`config.mk`:
```
export PLATFORM = sky130hd
export DESIGN_NAME = usb_stream_rx_flat
export DESIGN_NICKNAME = d
export VERILOG_FILES = /design/src/rtl/usb_stream_rx_if.sv /design/src/rtl/usb_stream_rx.sv /design/src/flat_wrapper.sv
export SDC_FILE = /design/constraint.sdc
export NUM_CORES = 1
export LEC_CHECK = 0
export CELL_PAD_IN_SITES_DETAIL_PLACEMENT = 1
export CELL_PAD_IN_SITES_GLOBAL_PLACEMENT = 2
export CORE_ASPECT_RATIO = 0.8
export CORE_MARGIN = 2
export CORE_UTILIZATION = 40
export DETAILED_ROUTE_END_ITERATION = 7
export GPL_TIMING_DRIVEN = 0
export PLACE_DENSITY_LB_ADDON = 0.12
export SLEW_MARGIN = 25
export SYNTH_ARGS = -nofsm -noshare
export SYNTH_HDL_FRONTEND = slang
export SYNTH_SLANG_ARGS = --single-unit
```
`constraint.sdc`:
```
create_clock -name STREAM_CLK -period 3.3 [get_ports STREAM_CLK]
set_input_delay 0.66 -clock STREAM_CLK [delete_from_list [all_inputs] [get_ports STREAM_CLK]]
set_output_delay 0.66 -clock STREAM_CLK [all_outputs]
set_load 0.05 [all_outputs]
```
`src/rtl/usb_stream_rx_if.sv`:
```
// rtl/usb_stream_rx_if.sv - FX2 slave-FIFO pad signals and consumer valid/ready stream for usb_stream_rx
interface usb_stream_rx_if;
  logic [1:0]  USB_STREAM_FIFOADDR;
  logic        USB_STREAM_SLOE_n;
  logic        USB_STREAM_SLRD_n;
  logic [2:0]  USB_STREAM_FLAGS_N;
  logic        USB_STREAM_FX2RDY;
  logic [15:0] USB_STREAM_DATA_IN;
  logic [15:0] DATA_OUT;
  logic        DATA_VALID;
  logic        DATA_READY;

  modport master (
    output USB_STREAM_FIFOADDR,
    output USB_STREAM_SLOE_n,
    output USB_STREAM_SLRD_n,
    input  USB_STREAM_FLAGS_N,
    input  USB_STREAM_FX2RDY,
    input  USB_STREAM_DATA_IN,
    output DATA_OUT,
    output DATA_VALID,
    input  DATA_READY
  );

  modport slave (
    input  USB_STREAM_FIFOADDR,
    input  USB_STREAM_SLOE_n,
    input  USB_STREAM_SLRD_n,
    output USB_STREAM_FLAGS_N,
    output USB_STREAM_FX2RDY,
    output USB_STREAM_DATA_IN,
    input  DATA_OUT,
    input  DATA_VALID,
    output DATA_READY
  );
endinterface

```
`src/rtl/usb_stream_rx.sv`:
```
// rtl/usb_stream_rx.sv - FX2 slave-FIFO OUT-endpoint reader feeding a FWFT buffer and valid/ready stream
// Optional sequence checker is built when USB_RX_SEQ_CHECK_EN is defined.
module usb_stream_rx #(
  parameter logic [1:0] EP_ADDR = 2'b00,
  parameter int         DEPTH   = 8
) (
  input  logic            STREAM_CLK,
  input  logic            STREAM_RST_N,
  input  logic            ENABLE,
  usb_stream_rx_if.master stream,
  output logic [31:0]     WORD_CNT,
  output logic [15:0]     SEQ_ERR_CNT
);

  localparam int         AW       = $clog2(DEPTH);
  localparam logic [AW:0] FULL_CNT = (AW+1)'(DEPTH);

  localparam logic [1:0] ST_IDLE = 2'd0;
  localparam logic [1:0] ST_ARM  = 2'd1;
  localparam logic [1:0] ST_READ = 2'd2;

  logic [1:0]    state_q, state_d;
  logic [AW-1:0] wr_ptr_q, wr_ptr_d;
  logic [AW-1:0] rd_ptr_q, rd_ptr_d;
  logic [AW:0]   count_q, count_d;
  logic [15:0]   mem_q [DEPTH];
  logic [15:0]   mem_d [DEPTH];
  logic [31:0]   word_cnt_q, word_cnt_d;

  logic data_avail;
  logic burst_go;
  logic push;
  logic pop;
  logic flags_unused;

  assign data_avail   = stream.USB_STREAM_FLAGS_N[0];
  assign flags_unused = ^stream.USB_STREAM_FLAGS_N[2:1];
  assign burst_go     = ENABLE & stream.USB_STREAM_FX2RDY & data_avail;

  // A full buffer blocks the strobe even if a pop lands in the same cycle.
  assign push = (state_q == ST_READ) & data_avail & (count_q != FULL_CNT);
  assign pop  = (count_q != '0) & stream.DATA_READY;

  always_comb begin
    state_d = state_q;
    case (state_q)
      ST_IDLE: if (burst_go) state_d = ST_ARM;
      ST_ARM:  state_d = ST_READ;
      ST_READ: begin
        if (!data_avail || !ENABLE || !stream.USB_STREAM_FX2RDY) state_d = ST_IDLE;
      end
      default: state_d = ST_IDLE;
    endcase
  end

  always_comb begin
    mem_d    = mem_q;
    wr_ptr_d = wr_ptr_q;
    rd_ptr_d = rd_ptr_q;
    count_d  = count_q;
    if (push) begin
      mem_d[wr_ptr_q] = stream.USB_STREAM_DATA_IN;
      wr_ptr_d        = wr_ptr_q + 1'b1;
    end
    if (pop) rd_ptr_d = rd_ptr_q + 1'b1;
    case ({push, pop})
      2'b10:   count_d = count_q + 1'b1;
      2'b01:   count_d = count_q - 1'b1;
      default: count_d = count_q;
    endcase
  end

  always_comb begin
    word_cnt_d = word_cnt_q;
    if (push) word_cnt_d = word_cnt_q + 32'd1;
  end

  always_ff @(posedge STREAM_CLK or negedge STREAM_RST_N) begin
    if (!STREAM_RST_N) begin
      state_q    <= ST_IDLE;
      wr_ptr_q   <= '0;
      rd_ptr_q   <= '0;
      count_q    <= '0;
      word_cnt_q <= '0;
      for (int i = 0; i < DEPTH; i++) mem_q[i] <= '0;
    end else begin
      state_q    <= state_d;
      wr_ptr_q   <= wr_ptr_d;
      rd_ptr_q   <= rd_ptr_d;
      count_q    <= count_d;
      word_cnt_q <= word_cnt_d;
      mem_q      <= mem_d;
    end
  end

  assign stream.USB_STREAM_FIFOADDR = EP_ADDR;
  assign stream.USB_STREAM_SLOE_n   = ~((state_q == ST_ARM) | (state_q == ST_READ));
  assign stream.USB_STREAM_SLRD_n   = ~push;
  assign stream.DATA_VALID          = (count_q != '0);
  assign stream.DATA_OUT            = (count_q != '0) ? mem_q[rd_ptr_q] : 16'h0000;
  assign WORD_CNT                   = word_cnt_q;

`ifdef USB_RX_SEQ_CHECK_EN
  logic        seeded_q, seeded_d;
  logic [15:0] expect_q, expect_d;
  logic [15:0] seq_err_q, seq_err_d;

  // First captured word only seeds the expectation; afterwards each word is expected to be previous + 1.
  always_comb begin
    seeded_d  = seeded_q;
    expect_d  = expect_q;
    seq_err_d = seq_err_q;
    if (push) begin
      seeded_d = 1'b1;
      expect_d = stream.USB_STREAM_DATA_IN + 16'd1;
      if (seeded_q && (stream.USB_STREAM_DATA_IN != expect_q) && (seq_err_q != 16'hFFFF)) begin
        seq_err_d = seq_err_q + 16'd1;
      end
    end
  end

  always_ff @(posedge STREAM_CLK or negedge STREAM_RST_N) begin
    if (!STREAM_RST_N) begin
      seeded_q  <= 1'b0;
      expect_q  <= '0;
      seq_err_q <= '0;
    end else begin
      seeded_q  <= seeded_d;
      expect_q  <= expect_d;
      seq_err_q <= seq_err_d;
    end
  end

  assign SEQ_ERR_CNT = seq_err_q;
`else
  assign SEQ_ERR_CNT = 16'h0000;
`endif

endmodule

```
`src/flat_wrapper.sv`:
```
// flat-port wrapper written by rule: the top's interface ports become plain ports
module usb_stream_rx_flat 
#(
  parameter logic [1:0] EP_ADDR = 2'b00,
  parameter int         DEPTH   = 8
)
  (STREAM_CLK, STREAM_RST_N, ENABLE, WORD_CNT, SEQ_ERR_CNT, stream_USB_STREAM_FIFOADDR, stream_USB_STREAM_SLOE_n, stream_USB_STREAM_SLRD_n, stream_USB_STREAM_FLAGS_N, stream_USB_STREAM_FX2RDY, stream_USB_STREAM_DATA_IN, stream_DATA_OUT, stream_DATA_VALID, stream_DATA_READY);
  usb_stream_rx_if stream_i ();
  input  logic STREAM_CLK;
  input  logic STREAM_RST_N;
  input  logic ENABLE;
  output logic [31:0] WORD_CNT;
  output logic [15:0] SEQ_ERR_CNT;
  output wire logic [$bits(stream_i.USB_STREAM_FIFOADDR)-1:0] stream_USB_STREAM_FIFOADDR;
  output wire logic [$bits(stream_i.USB_STREAM_SLOE_n)-1:0] stream_USB_STREAM_SLOE_n;
  output wire logic [$bits(stream_i.USB_STREAM_SLRD_n)-1:0] stream_USB_STREAM_SLRD_n;
  input wire logic [$bits(stream_i.USB_STREAM_FLAGS_N)-1:0] stream_USB_STREAM_FLAGS_N;
  input wire logic [$bits(stream_i.USB_STREAM_FX2RDY)-1:0] stream_USB_STREAM_FX2RDY;
  input wire logic [$bits(stream_i.USB_STREAM_DATA_IN)-1:0] stream_USB_STREAM_DATA_IN;
  output wire logic [$bits(stream_i.DATA_OUT)-1:0] stream_DATA_OUT;
  output wire logic [$bits(stream_i.DATA_VALID)-1:0] stream_DATA_VALID;
  input wire logic [$bits(stream_i.DATA_READY)-1:0] stream_DATA_READY;
  assign stream_USB_STREAM_FIFOADDR = stream_i.USB_STREAM_FIFOADDR;
  assign stream_USB_STREAM_SLOE_n = stream_i.USB_STREAM_SLOE_n;
  assign stream_USB_STREAM_SLRD_n = stream_i.USB_STREAM_SLRD_n;
  assign stream_i.USB_STREAM_FLAGS_N = stream_USB_STREAM_FLAGS_N;
  assign stream_i.USB_STREAM_FX2RDY = stream_USB_STREAM_FX2RDY;
  assign stream_i.USB_STREAM_DATA_IN = stream_USB_STREAM_DATA_IN;
  assign stream_DATA_OUT = stream_i.DATA_OUT;
  assign stream_DATA_VALID = stream_i.DATA_VALID;
  assign stream_i.DATA_READY = stream_DATA_READY;
  usb_stream_rx #(.EP_ADDR(EP_ADDR), .DEPTH(DEPTH)) u_core (.STREAM_CLK(STREAM_CLK), .STREAM_RST_N(STREAM_RST_N), .ENABLE(ENABLE), .stream(stream_i), .WORD_CNT(WORD_CNT), .SEQ_ERR_CNT(SEQ_ERR_CNT));
endmodule
```
# ---- Word-level counts from Yosys, hierarchy flattened
# Index checks and enable logic that the tools add are counted.
# W data, S select, Z words.
dict set report op_classes {
  n_addsub 5
  n_lt_le_gt_ge 3
  eq_ne 7
  muxes 11
  bitwise_logic 10
  n_reduce_logical 10
}
# op count
set ops {}
lappend ops {{$bwmux W128} 1}
lappend ops {{$mux W16} 4}
lappend ops {{$bmux W16 S3} 1}
lappend ops {{$demux W16 S3} 1}
lappend ops {{$add A32 B1 Y32 const B} 1}
lappend ops {{$ge A4 B4 Y1 const B} 2}
lappend ops {{$not A3 Y4} 2}
lappend ops {{$pmux W4 S2} 1}
lappend ops {{$add A3 B1 Y3 const B} 2}
lappend ops {{$pmux W2 S3} 1}
lappend ops {{$and A1 B1 Y1} 5}
lappend ops {{$add A4 B1 Y4 const B} 1}
lappend ops {{$eq A2 B1 Y1 const B} 2}
lappend ops {{$eq A2 B2 Y1 const B} 2}
lappend ops {{$lt A4 B1 Y1 const B} 1}
lappend ops {{$mux W2} 2}
lappend ops {{$ne A4 B4 Y1 const B} 1}
lappend ops {{$reduce_bool A4 Y1} 1}
lappend ops {{$sub A4 B1 Y4 const B} 1}
lappend ops {{$logic_not A1 Y1} 3}
lappend ops {{$logic_not A2 Y1} 1}
lappend ops {{$logic_or A1 B1 Y1} 2}
lappend ops {{$ne A2 B1 Y1 const B} 1}
lappend ops {{$ne A2 B2 Y1 const B} 1}
lappend ops {{other kinds (5)} 6}
dict set report word_totals {
  reg_bits 172
  input_bits 24
  out_inout_bits 69
  word_cells 59
}

# ---- Logic depth before layout (Yosys ltp)
# Gate-level depths: netlist of the first run.
dict set report logic_depth {
  ltp_word 6
  ltp_mapped 12
  mapped_depth_nobuf 12
}

# ---- Worst setup path before layout of the first run
# Ideal clock, no wire load.
dict set report synth_timing {
  kind {flip-flop to flip-flop}
  start {register u_core.count_q[0]}
  end {register u_core.count_q[2]}
  setup_ns 0.125
  arrival_time_ns 2.674
  path_slack_ns 0.501
  path_stages_with_launch 13
  period_less_slack_ns 2.799
  cell_sequence {dfrtp_1 buf_4 nor4_4 inv_1 and2_1 clkbuf_1 ha_1 xor2_1 ha_1 a21oi_1 xor2_1 nor2_1 xor2_1}
}
dict set report synth_via {
  elab_chain_len 4
  word_cells_on_any_way 10
}
# item line
set synth_rtl {}
lappend synth_rtl {{start, declared} usb_stream_rx.sv:25} ;# logic [AW:0] count_q, count_d;
lappend synth_rtl {{start signal, assigned} usb_stream_rx.sv:90} ;# count_q <= count_d;
lappend synth_rtl {{$reduce_bool A4 Y1 (*)} --}
lappend synth_rtl {{named net stream_DATA_VALID} flat_wrapper.sv:21} ;# output wire logic [$bits(stream_i.DATA_VALID)-1:0] stream_DATA_VALID;
lappend synth_rtl {{$and A1 B1 Y1 (*)} usb_stream_rx.sv:42} ;# assign pop = (count_q != '0) & stream.DATA_READY;
lappend synth_rtl {{named net u_core.pop} usb_stream_rx.sv:33} ;# logic pop;
lappend synth_rtl {{$eq A2 B1 Y1 or $eq A2 B2 Y1 (tied branches)} usb_stream_rx.sv:66} ;# case ({push, pop})
lappend synth_rtl {{$pmux W4 S2 or $reduce_bool A2 Y1 (tied branches)} --}
# Mark *: on every way through the listed nets, which the timed path passes. The rest lies on a longest branch.
# A chain may end at the register's enable or synchronous reset.

# ---- Final worst setup path of the first run
dict set report layout_timing {
  start {register u_core.rd_ptr_q[1]}
  end {output stream_DATA_OUT[4]}
}
dict set report layout_via {
  elab_chain_len 5
}
# item line
set layout_rtl {}
lappend layout_rtl {{start, declared} usb_stream_rx.sv:24} ;# logic [AW-1:0] rd_ptr_q, rd_ptr_d;
lappend layout_rtl {{start signal, assigned} usb_stream_rx.sv:89} ;# rd_ptr_q <= rd_ptr_d;
lappend layout_rtl {{$not A3 Y4 (not written as such)} usb_stream_rx.sv:100} ;# assign stream.DATA_OUT = (count_q != '0) ? mem_q[rd_ptr_q] : 16'h0000;
lappend layout_rtl {{$bmux W16 S3} usb_stream_rx.sv:100}
lappend layout_rtl {{$mux W16 (not written as such) (2 in series)} usb_stream_rx.sv:100}
lappend layout_rtl {{$mux W16} usb_stream_rx.sv:100}
lappend layout_rtl {{end, declared} flat_wrapper.sv:20} ;# output wire logic [$bits(stream_i.DATA_OUT)-1:0] stream_DATA_OUT;
# No other way between the ends. The select of a mux whose other input is x is not followed.

==> results of run 1 <==
kinds of logic after synthesis:
group,count (synthesis),share of synthesized area [%]
adder cells (fa/ha/maj),10,1.494
XOR/XNOR,40,4.184
flip-flops,172,51.40
AND/OR/NAND/NOR,123,9.353
buffers and inverters,54,4.154
AO/OA/AOI/OAI,5,0.3586
other,1,0.04478
multiplexers,179,29.02
area by class of cell:
cell class	count	area (µm²)	share of cell area [%]
clock inverters	14	205.2	2.009
plain buffers	44	324.1	3.172
inverters	8	37.54	0.3674
repair buffers	75	772.0	7.557
multi-input cells	375	3796	37.16
well taps	269	336.6	3.295
clock buffers	18	439.2	4.299
flip-flops and latches	172	4305	42.14
layout by cell type (no fill, tap or decap), drive strengths merged, types with 2 or more instances in the layout:
cell type,n
and2,5
and3,5
and4,4
buf,39
bufinv,4
clkbuf,27
clkdlybuf4s50,54
clkinv,2
clkinvlp,2
conb,18
dfrtp,172
dlygate4sd2,15
ha,10
inv,14
mux2,130
mux2i,17
mux4,32
nand2,24
nand3,11
nand4,21
nand4b,2
nor2,25
nor3,6
nor4,11
nor4b,4
o21ai,2
xnor2,26
xor2,14
per-layer routing:
layer  track usage (%)  share of wire [%]  routed length [µm]
met1             26.04                 47                9399
met5                 0                  0                   0
met4             4.493                1.1                 216
met3             3.476                3.1                 608
met2             30.61                 49                9632
cell usage after synthesis, types with 5 or more instances:
library cell / n / area share [%]
and2_1: 5 / 0.37
and3_1: 5 / 0.37
buf_2: 5 / 0.30
buf_4: 24 / 2.2
clkbuf_1: 10 / 0.45
dfrtp_1: 172 / 51
ha_1: 10 / 1.5
inv_1: 7 / 0.31
mux2_1: 14 / 1.9
mux2_2: 96 / 13
mux2_4: 20 / 3.6
mux2i_1: 17 / 2.0
mux4_2: 32 / 8.6
nand2_1: 24 / 1.1
nand3_1: 10 / 0.60
nand4_1: 20 / 1.5
nor2_1: 24 / 1.1
nor3_1: 5 / 0.30
nor4_1: 9 / 0.67
xnor2_1: 26 / 2.7
xor2_1: 14 / 1.5
state kept, by name (all words and copies together) (netlist names):
register,flops
u_core.rd_ptr_q,3
u_core.WORD_CNT,32
u_core.wr_ptr_q,3
u_core.count_q,4
u_core.state_q,2
u_core.mem_q,128
timing repair:
item,in CTS,in global routing
pin swaps,1,0
endpoints found under the hold margin,0,0
gates resized for setup,26,5
buffers inserted,1,0
setup endpoints to repair,16,17
worst max path at each step:
stage / start / to / slack, ns
floorplan: u_core.count_q[0]$_DFFE_PN0P_ / u_core.count_q[2]$_DFFE_PN0P_ / 0.50
global placement: STREAM_RST_N / u_core.mem_q[19]$_DFFE_PN0P_ / -5.35
detailed placement: u_core.rd_ptr_q[2]$_DFFE_PN0P_ / stream_DATA_OUT[14] / -0.28
CTS: u_core.count_q[0]$_DFFE_PN0P_ / stream_USB_STREAM_SLRD_n / 0.004
global route: u_core.rd_ptr_q[1]$_DFFE_PN0P_ / stream_DATA_OUT[4] / 0.02
finish: u_core.rd_ptr_q[1]$_DFFE_PN0P_ / stream_DATA_OUT[4] / 0.11
per-stage QoR:
step	cells	TNS (ns)	hold slack [ns]	util, %	power (mW)
2_1_floorplan	601	0	0.3644	-	5.698
3_3_place_gp	942	-919.09	0.4589	46.00	6.555
3_5_place_dp	944	-3.155	0.4622	46.29	6.733
4_1_cts	975	0	0.1640	49.41	8.875
5_1_grt	975	0	0.1703	49.49	9.259
6_report	975	0	0.1455	49.49	8.786
power by group:
part / switching, mW / total, mW / internal (mW)
combinational: 1.87 / 3.41 / 1.55
clock: 0.887 / 2.19 / 1.31
sequential: 0.405 / 3.18 / 2.77
total: 3.16 / 8.79 / 5.63
==> out/metrics.yaml, run 1 <==
fp.dieArea_um2: 22120
port_buffers: 72
die_y_um: 133.4
die_x_um: 165.8
antenna_found_initial: 0
rsz0062_at_grt: "no"
clockBufferDepth: 2
cts_buffers: 17
grt_use_total_pct: 18.70
yosysSeqAreaShare_pct: 51.40
wl_per_cell_um: 20.37
ir_worst_vdd_v: 0.0005386
crit_chain: "clkbuf_1, clkbuf_4, mux4_2, mux2i_1, nor2_1, clkdlybuf4s15_1"
dp_slack_ns: -0.2790
syn_to_final_growth_pct: 21.99
postSynthAreaPerCell_um2: 14.34
htree_num_levels: 4
critPathMaxFanout: 10
hold_class: "input pin to asynchronous set/reset pin"
slowest_delay_ns: 0.45
max_slew.worst_pin.slew_ns: 0.7446
grt_pass1_vias: 5644
ys_ff_latch: 172
cp.depth: 6
start_util_pct: 40.57
layout.nets: 727
grt_remaining_overflow: 0
fin_area_um2: 10220
drt_wl_total_um: 19860
status: "finished clean"
antenna_cells: 0
fin_crit_ns: 3.187
rrSetupSlack_ns: 0.48
routed_via_density: 5.277
fillers: 2056
cts_tree: "built"
final_max_slew_viol_count: 0
async_reset_ff_share_pct: 100.0
fmax_mhz: 313.7
setup_violations: 0
cp-end-kind: "output port"
leakage_nw: 4.765
rr_worst_depth: 13
routabilityCongestion: 0.7344
hold_viol: 0
worst_slack_ns: 0.1127
dp_hpwl_um: 13390
place_area_um2: 9555
ant_nets: 0
maxCapViolations: 0
root_buffer: "clkbuf_16"
synth_area_um2: 8374
synth_cells: 584
grt_max_degree: 61
dr.first_iter.drc_count: 245
fin_crit_sh_pct: 96.58
maxSlewHeadroom_pct: 50.15
drive_gt1_share_pct: 33.85
path_delay_family: "buffers and inverters"
fin_skew_ns: 0.01435
critical_path_required_ns: 2.64
clkSlewWorstSetupHoldPaths_ns: 0.08
cp.arrival_ns: 2.53
start_kind: "register"
synth_edf_count: 0
rows: 47
critical_path_buf_inv_count: 3
cts_num_sinks: 172
synthDistinctLibCells: 44
ys.flop_type: "dfrtp_1"
rr_endpoint: "u_core.count_q[2]$_DFFE_PN0P_"
core-area_um2: 20640
cp_slowest_cell: "clkdlybuf4s15_1"
cts_hold_buffers: 0
critPathKind: "register to output port"
r2r_start: "u_core.count_q[0]$_DFFE_PN0P_"
drtPass1Iterations: 5
clk-insertion-delay-late_ns: 0.43
power_density_nw_per_um2: 860.0
via_count: 5145
grt_pass1_wl_um: 32040
io-pin-count: 93
yosysWarnings: 0
drc: 0
No activity file was read; power rests on OpenSTA's default activity.
==> run 2: changes to the inputs <==
==> constraint.sdc (replaced) <==
create_clock -name STREAM_CLK -period 3.3 [get_ports STREAM_CLK]
set_input_delay 0.66 -clock STREAM_CLK [delete_from_list [all_inputs] [get_ports STREAM_CLK]]
set_output_delay 0.66 -clock STREAM_CLK [all_outputs]
set_load 0.01 [all_outputs]
==> out/metrics.yaml, run 2 (synthesis results as in run 1) <==
maxCapViolations: 0
routabilityCongestion: 0.7344
clk-insertion-delay-late_ns: 0.43
cp-end-kind: "output port"
fmax_mhz: 312.3
maxSlewHeadroom_pct: 50.64
core-area_um2: 20640
layout.nets: 726
htree_num_levels: 4
layout.cells.most_common: "dfrtp_1"
rows: 47
io-pin-count: 93
holdWs_ns: 0.1464
port_buffers: 72
syn_to_final_growth_pct: 22.14
hold_class: "input pin to asynchronous set/reset pin"
final_util_pct: 49.55
die_y_um: 133.4
cp.arrival_ns: 2.54
critPathMaxFanout: 10
cts_hold_buffers: 0
drt_wl_total_um: 19860
rr_worst_depth: 13
leakage_nw: 4.703
worst_slack_ns: 0.09808
grt_use_total_pct: 18.71
r2r_start: "u_core.count_q[0]$_DFFE_PN0P_"
clkSlewWorstSetupHoldPaths_ns: 0.08
fin_crit_ns: 3.202
cts_num_sinks: 172
antenna_cells: 0
antenna_found_initial: 0
place_area_um2: 9555
fp.dieArea_um2: 22120
root_buffer: "clkbuf_16"
multiInputGateArea_um2: 3796
power_mw: 8.294
start_kind: "register"
critPathKind: "register to output port"
routed_via_density: 5.286
fin_area_um2: 10230
top_register: "u_core.mem_q"
grt_max_degree: 61
grt_remaining_overflow: 0
largest_register_ffs: 128
die_x_um: 165.8
grt_pass1_wl_um: 32070
grt_pass1_vias: 5648
via_count: 5149
rsz0062_at_grt: "yes"
drc: 0
cts_buffers: 17
max_slew.worst_pin.slew_ns: 0.7364
status: "finished clean"
power_density_nw_per_um2: 810.9
fillers: 2045
setup_violations: 0
final_max_slew_viol_count: 0
start_util_pct: 40.57
fin_crit_sh_pct: 97.03
drtPass1Iterations: 5
fin_skew_ns: 0.01360
rrSetupSlack_ns: 0.49
hold_viol: 0
dr.first_iter.drc_count: 253
drive_gt1_share_pct: 33.90
cts_tree: "built"
rr_endpoint: "u_core.count_q[2]$_DFFE_PN0P_"
seq_area_um2: 4305
wl_per_cell_um: 20.39
ant_nets: 0
ir_worst_vdd_v: 0.0003650
dp_slack_ns: -0.01196
clockBufferDepth: 2
critical_path_required_ns: 2.64
mostFrequentLayoutCells: "171 x dfrtp_1, 96 x mux2_2, 71 x clkdlybuf4s50_1"
dp_hpwl_um: 13390
-- run 2: what timing repair did --
item | in CTS | in global routing
endpoints found under the setup margin | 16 | 7
gates resized for setup | 12 | 0
pin swaps | 1 | 0
buffers inserted | 1 | 0
cloned | 0 | 0
-- run 2: worst max path at each step --
stage / startpoint / endpoint / slack (ns) / cells past startpoint
after global routing: u_core.rd_ptr_q[0]$_DFFE_PN0P_ / stream_DATA_OUT[3] / -0.009 / 5
after detailed placement: u_core.rd_ptr_q[2]$_DFFE_PN0P_ / stream_DATA_OUT[14] / -0.01 / 5
after floorplan: u_core.count_q[0]$_DFFE_PN0P_ / u_core.count_q[2]$_DFFE_PN0P_ / 0.74 / 12
after global placement: STREAM_RST_N / u_core.mem_q[19]$_DFFE_PN0P_ / -5.35 / 1
after CTS: u_core.rd_ptr_q[1]$_DFFE_PN0P_ / stream_DATA_OUT[14] / 0.03 / 6
final: u_core.rd_ptr_q[0]$_DFFE_PN0P_ / stream_DATA_OUT[15] / 0.1 / 5
-- run 2: report_power, final --
part	total (mW)	switching [mW]	internal, mW
sequential	3.20	0.422	2.77
clock	2.20	0.892	1.31
combinational	2.90	1.26	1.64
-- run 2: area by class of cell --
cell class / instances / share of cell area, %
timing repair buffer: 75 / 7.706
multi-input combinational: 375 / 37.11
sequential: 172 / 42.09
clock buffer: 18 / 4.294
clock inverter: 14 / 2.006
buffer: 43 / 3.131
inverter: 8 / 0.3670
tap: 269 / 3.291
-- run 2: layer usage --
metal | GRT usage [%] | up-vias | routed length [µm]
li1 | - | 2302 | -
met1 | 26.14 | 2735 | 9392
met2 | 30.59 | 97 | 9709
met3 | 3.417 | 15 | 565
met4 | 4.493 | 0 | 189
met5 | 0 | - | 0
-- run 2: through the flow --
stage / setup TNS (ns) / instances
2_1_floorplan: 0 / 601
3_3_place_gp: -916.91 / 942
3_5_place_dp: -0.01196 / 944
4_1_cts: 0 / 975
5_1_grt: -0.01981 / 974
6_report: 0 / 974
-- run 2: worst max-delay path, cell delays in order (launching register included) --
cell             delay (ns)
dfrtp_2                0.49
buf_4                  0.33
mux4_2                 0.53
mux2i_1                0.22
nor2_1                 0.07
clkdlybuf4s50_1        0.48
==> run 3: changes to the inputs <==
ABC_CLOCK_PERIOD_IN_PS = 3300   (was unset)
==> results of run 3 <==
The final DEF is identical to that of run 2; final timing and power are the same.
